--- src/rtl/mem_arbiter.sv ---
// Two-client round-robin arbiter in front of a dual-port RAM (one write port, one read port).
// Issues one write and one read per cycle when the two clients do not collide.
module mem_arbiter #(
  parameter int ADDR_W = 4,
  parameter int DATA_W = 8
) (
  input  logic              clk,
  input  logic              rst,
  input  logic              req0,
  input  logic              req1,
  input  logic              we0,
  input  logic              we1,
  input  logic [ADDR_W-1:0] addr0,
  input  logic [ADDR_W-1:0] addr1,
  input  logic [DATA_W-1:0] wdata0,
  input  logic [DATA_W-1:0] wdata1,
  output logic              gnt0,
  output logic              gnt1,
  output logic              rvalid0,
  output logic              rvalid1,
  output logic [DATA_W-1:0] rdata0,
  output logic [DATA_W-1:0] rdata1,
  output logic              wr_enb,
  output logic [ADDR_W-1:0] wr_addr,
  output logic [DATA_W-1:0] wr_data,
  output logic              rd_enb,
  output logic [ADDR_W-1:0] rd_addr,
  input  logic [DATA_W-1:0] rd_data
);

  logic              prio;
  logic              conflict;
  logic              wr_go_p0;
  logic [ADDR_W-1:0] wr_addr_p0;
  logic [DATA_W-1:0] wr_data_p0;
  logic              rd_go_p0;
  logic [ADDR_W-1:0] rd_addr_p0;
  logic              rd_id_p0;
  logic              vld_p1;
  logic              id_p1;
  logic              vld_p2;
  logic              id_p2;

  // Stage p0: combinational arbitration and command selection
  always_comb begin
    conflict = req0 & req1 & ((we0 == we1) | (addr0 == addr1));
    gnt0     = rst & req0 & (~conflict | ~prio);
    gnt1     = rst & req1 & (~conflict | prio);

    wr_go_p0   = (gnt0 & we0) | (gnt1 & we1);
    wr_addr_p0 = (gnt0 & we0) ? addr0  : addr1;
    wr_data_p0 = (gnt0 & we0) ? wdata0 : wdata1;

    // A read from client 0 takes precedence in the mux; both can never be granted reads together.
    rd_go_p0   = (gnt0 & ~we0) | (gnt1 & ~we1);
    rd_addr_p0 = (gnt0 & ~we0) ? addr0 : addr1;
    rd_id_p0   = ~(gnt0 & ~we0);
  end

  // Stage p1: RAM command registers, priority update, read id enters pipeline
  always_ff @(posedge clk or negedge rst) begin
    if (!rst) begin
      prio    <= 1'b0;
      wr_enb  <= 1'b0;
      wr_addr <= '0;
      wr_data <= '0;
      rd_enb  <= 1'b0;
      rd_addr <= '0;
      vld_p1  <= 1'b0;
      id_p1   <= 1'b0;
    end else begin
      if (conflict) prio <= ~prio;
      wr_enb <= wr_go_p0;
      if (wr_go_p0) begin
        wr_addr <= wr_addr_p0;
        wr_data <= wr_data_p0;
      end
      rd_enb <= rd_go_p0;
      if (rd_go_p0) rd_addr <= rd_addr_p0;
      vld_p1 <= rd_go_p0;
      id_p1  <= rd_id_p0;
    end
  end

  // Stage p2: RAM read data is valid this cycle; stage output registers capture it for the owner
  always_ff @(posedge clk or negedge rst) begin
    if (!rst) begin
      vld_p2  <= 1'b0;
      id_p2   <= 1'b0;
      rvalid0 <= 1'b0;
      rvalid1 <= 1'b0;
      rdata0  <= '0;
      rdata1  <= '0;
    end else begin
      vld_p2  <= vld_p1;
      id_p2   <= id_p1;
      rvalid0 <= vld_p2 & ~id_p2;
      rvalid1 <= vld_p2 & id_p2;
      if (vld_p2 & ~id_p2) rdata0 <= rd_data;
      if (vld_p2 & id_p2)  rdata1 <= rd_data;
    end
  end

endmodule

--- config.mk ---
export PLATFORM = sky130hd
export DESIGN_NAME = mem_arbiter
export DESIGN_NICKNAME = d
export VERILOG_FILES = /design/src/rtl/mem_arbiter.sv
export SDC_FILE = /design/constraint.sdc
export NUM_CORES = 1
export LEC_CHECK = 0
export CAP_MARGIN = 0
export CORE_ASPECT_RATIO = 0.9
export CORE_UTILIZATION = 47
export DETAILED_ROUTE_END_ITERATION = 10
export GPL_ROUTABILITY_DRIVEN = 0
export PLACE_DENSITY = 0.87
export SLEW_MARGIN = 20
export SYNTH_ARGS = -nofsm -noshare
export SYNTH_HDL_FRONTEND = slang
export SYNTH_SLANG_ARGS = --single-unit
--- constraint.sdc ---
create_clock -name clk -period 4.1 [get_ports clk]
set_input_delay 0.82 -clock clk [delete_from_list [all_inputs] [get_ports clk]]
set_output_delay 0.82 -clock clk [all_outputs]
set_load 0.005 [all_outputs]
==> results of run 1 <==
[state kept, by name (all words and copies together), names as in the netlist]
signal,cells
id_p1,1
rvalid1,1
rdata1,8
rvalid0,1
prio,1
wr_enb,1
vld_p2,1
wr_addr,4
rd_addr,4
wr_data,8
id_p2,1
vld_p1,1
rdata0,8
[final cells by class]
class / count / share of cell area (%)
multi-input cells: 114 / 31.8
repair buffers: 80 / 27.1
well taps: 48 / 2.08
clock inverters: 3 / 1.60
inverters: 3 / 0.390
flip-flops and latches: 40 / 34.6
clock buffers: 5 / 2.38
[cell families after synthesis]
| kind of cell | Yosys count | synth area share [%] |
|---|---|---|
| XOR/XNOR | 6 | 4.14 |
| AO/OA/AOI/OAI | 59 | 21.8 |
| flip-flops | 40 | 50.2 |
| AND/OR/NAND/NOR | 33 | 11.1 |
| buffers and inverters | 13 | 3.64 |
| multiplexers | 16 | 9.04 |
[stage by stage]
stage	setup WS, ns	cell area (µm²)	power (mW)	hold slack, ns
6_report	0.430	2890	1.40	0.363
5_1_grt	0.310	2890	1.48	0.370
4_1_cts	0.429	2890	1.40	0.372
3_5_place_dp	0.440	2780	1.08	0.355
3_3_place_gp	0.476	2780	1.06	0.335
2_1_floorplan	1.57	1990	0.760	0.331
[report_power, final]
part           switching, mW  internal, mW  leakage, nW
registers             0.0615         0.508        0.476
logic                  0.180         0.318        0.599
clock network          0.143         0.183       0.0548
[cells in the final DEF, fill, tap and decap left out, types with 2 or more instances in the layout]
cell / count
clkdlybuf4s50_1: 74
dfrtp_1: 40
a31oi_1: 17
mux2_2: 16
nand3b_1: 16
a211oi_1: 16
o21ai_0: 15
nand2_1: 5
clkbuf_8: 5
buf_4: 5
xor2_2: 4
o41ai_2: 3
inv_1: 3
nand3_1: 2
and4b_1: 2
o41a_1: 2
nor2_1: 2
[worst max-delay path, cell delays in order]
cell and delay (ns):
clkdlybuf4s50_1 0.49, xor2_2 0.27, o41ai_1 0.62, a31oi_1 0.17
clkdlybuf4s50_1 0.47
[layer usage]
metal	track usage [%]	wire (µm)
met5	0	0
met4	8.75	81
met3	5.68	374
met2	37.5	2290
met1	32.6	2220
[worst max path at each step]
stage                         from   end  depth (start not counted)
after CTS                 addr0[1]  gnt1                          5
final                     addr0[1]  gnt1                          5
after floorplan           addr0[1]  gnt1                          3
after global placement    addr0[1]  gnt1                          5
after detailed placement  addr0[1]  gnt1                          5
after global routing      addr0[0]  gnt1                          5
==> summary.md, run 1 <==
| Metric | Value |
|---|---|
| Leak | 1.13 nW |
| CTS tree | built |
| Sequential cell area | 1000 µm² |
| Final Routed Wirelength | 4970 µm |
| Final Hold Fails | 0 |
| Pin count of the biggest net entering global routing | 43 |
| Total die area | 4510 µm² |
| WHS Endpoint | id_p2 |
| Yosys synthesis warning count | 0 |
| CTS Sinks | 40 |
| Area of the multi-input gates | 920 µm² |
| DIE HEIGHT | 63.8 µm |
| Placed Cells | 285 |
| Period utilization | 89.5% |
| Antenna Violating Nets Remaining | 0 |
| Mean post-synth cell area | 11.9 µm² |
| Worst VDD drop | 263 µV |
| Synth Register Bits | 40 |
| Vias | 1,696 |
| Finished Layout Cells | 293 |
| Most frequent cell after synthesis | dfrtp_1 |
| I/O Buffers | 75 |
| R2R depth | 4 |
| Cells after synthesis | 167 |
| RSZ-0062 raised after global routing | no |
| R2r setup slk | 2.34 ns |
| Die width | 70.6 µm |
| Clk_lat worst skew | 0.29 ns |
| Fmax | 272 MHz |
| Post-synth net total | 205 |
| Vias per inst | 5.79 |
| First-pass DRT Iterations | 7 |
| Netlist cell types | 32 |
| Max-cap check violation count | 0 |
| Rows | 22 |
| Cts repair resizes | 0 |
| Launch point of the worst reg-to-reg path | prio |
| Grt total ovfl | 0 |
| Dpl hpwl | 3620 µm |
| Fin. max-slew vios | 0 |
| Worst-Margin Slew | 0.835 ns |
| Hold path cells | 0 |
| Post-CTS setup buffers | 0 |
| Post-Syn Area | 1990 µm² |
| Fillers | 322 |
| Hold Path Origin | id_p1 |
| Failing checks | DRC |
| Average routed wire per standard cell | 17.0 µm |
| Status | complete, but fails checks |
| Area grow syn2layout | 45.0% |
| CTS Hold Bufs | 0 |
| I/O pin count | 76 |
| Synth async-reset ratio | 100% |
| Tmin final | 3.67 ns |
| Vias in the first global route | 1,697 |
| Seq/Total Area, Yosys | 50.2% |
| Initial antenna violation count | 0 |
| Post-synth EDFFs | 0 |
| Max clock buf depth | 2 |
| Critical Path Fanout Max | 7 |
| Critical path class | in -> out |
| First-pass GRT wire length | 8290 µm |
| Gr usage total | 23.9% |
| Starting Density | 48.9% |
| Pwr dens | 483 nW/µm² |
| Clk_skew | 0.0104 ns |
| CP endpoint kind | output pin |
| Critical Path RT | 3.28 ns |
| Root Driver | clkbuf_8 |
| R2r endpoint | rd_addr[3] |
| Clk slew on worst S/H paths | 0.09 ns |
| Relative slew slack | 44.2% |
| Total DRC errors in the routed layout | 14 |
| Cell taking the most area after synthesis | dfrtp_1 |
| Std-Cell Core Area | 4070 µm² |
| DR iter-0 viols | 122 |
| ANT cells | 0 |
| Share of Yosys cell area claimed by the top area cell type | 50.2% |
| Share of layout cells above drive strength 1 | 16.3% |
| Setup TNS | 0 ns |
| Cts bufs inserted | 5 |
| Hold Path Class | reg -> reg |
| Htree depth | 2 |
| Commonest cells post-synth | 40 x dfrtp_1, 17 x a31oi_1, 16 x a211oi_1, 16 x mux2_2, 16 x nand3b_1 |
| Ranking of synthesized cells by area | dfrtp_1 50%, mux2_2 9.0%, a211oi_1 6.0% |
| Arrival time of the worst setup path | 2.85 ns |
| Finish-stage setup viols | 0 |
| Synth Flop Type | dfrtp_1 |
| Startpoint type of the worst setup path | primary input |
| Layout net count | 282 |
| Fin util | 70.9% |
Note: power is estimated with default switching activity, not from simulation.
==> run 2, diff against run 1 <==
SLEW_MARGIN = 5   (was 20)
==> results of run 2 <==
Same layout as run 1: the final DEF is identical, and so are final timing and power.
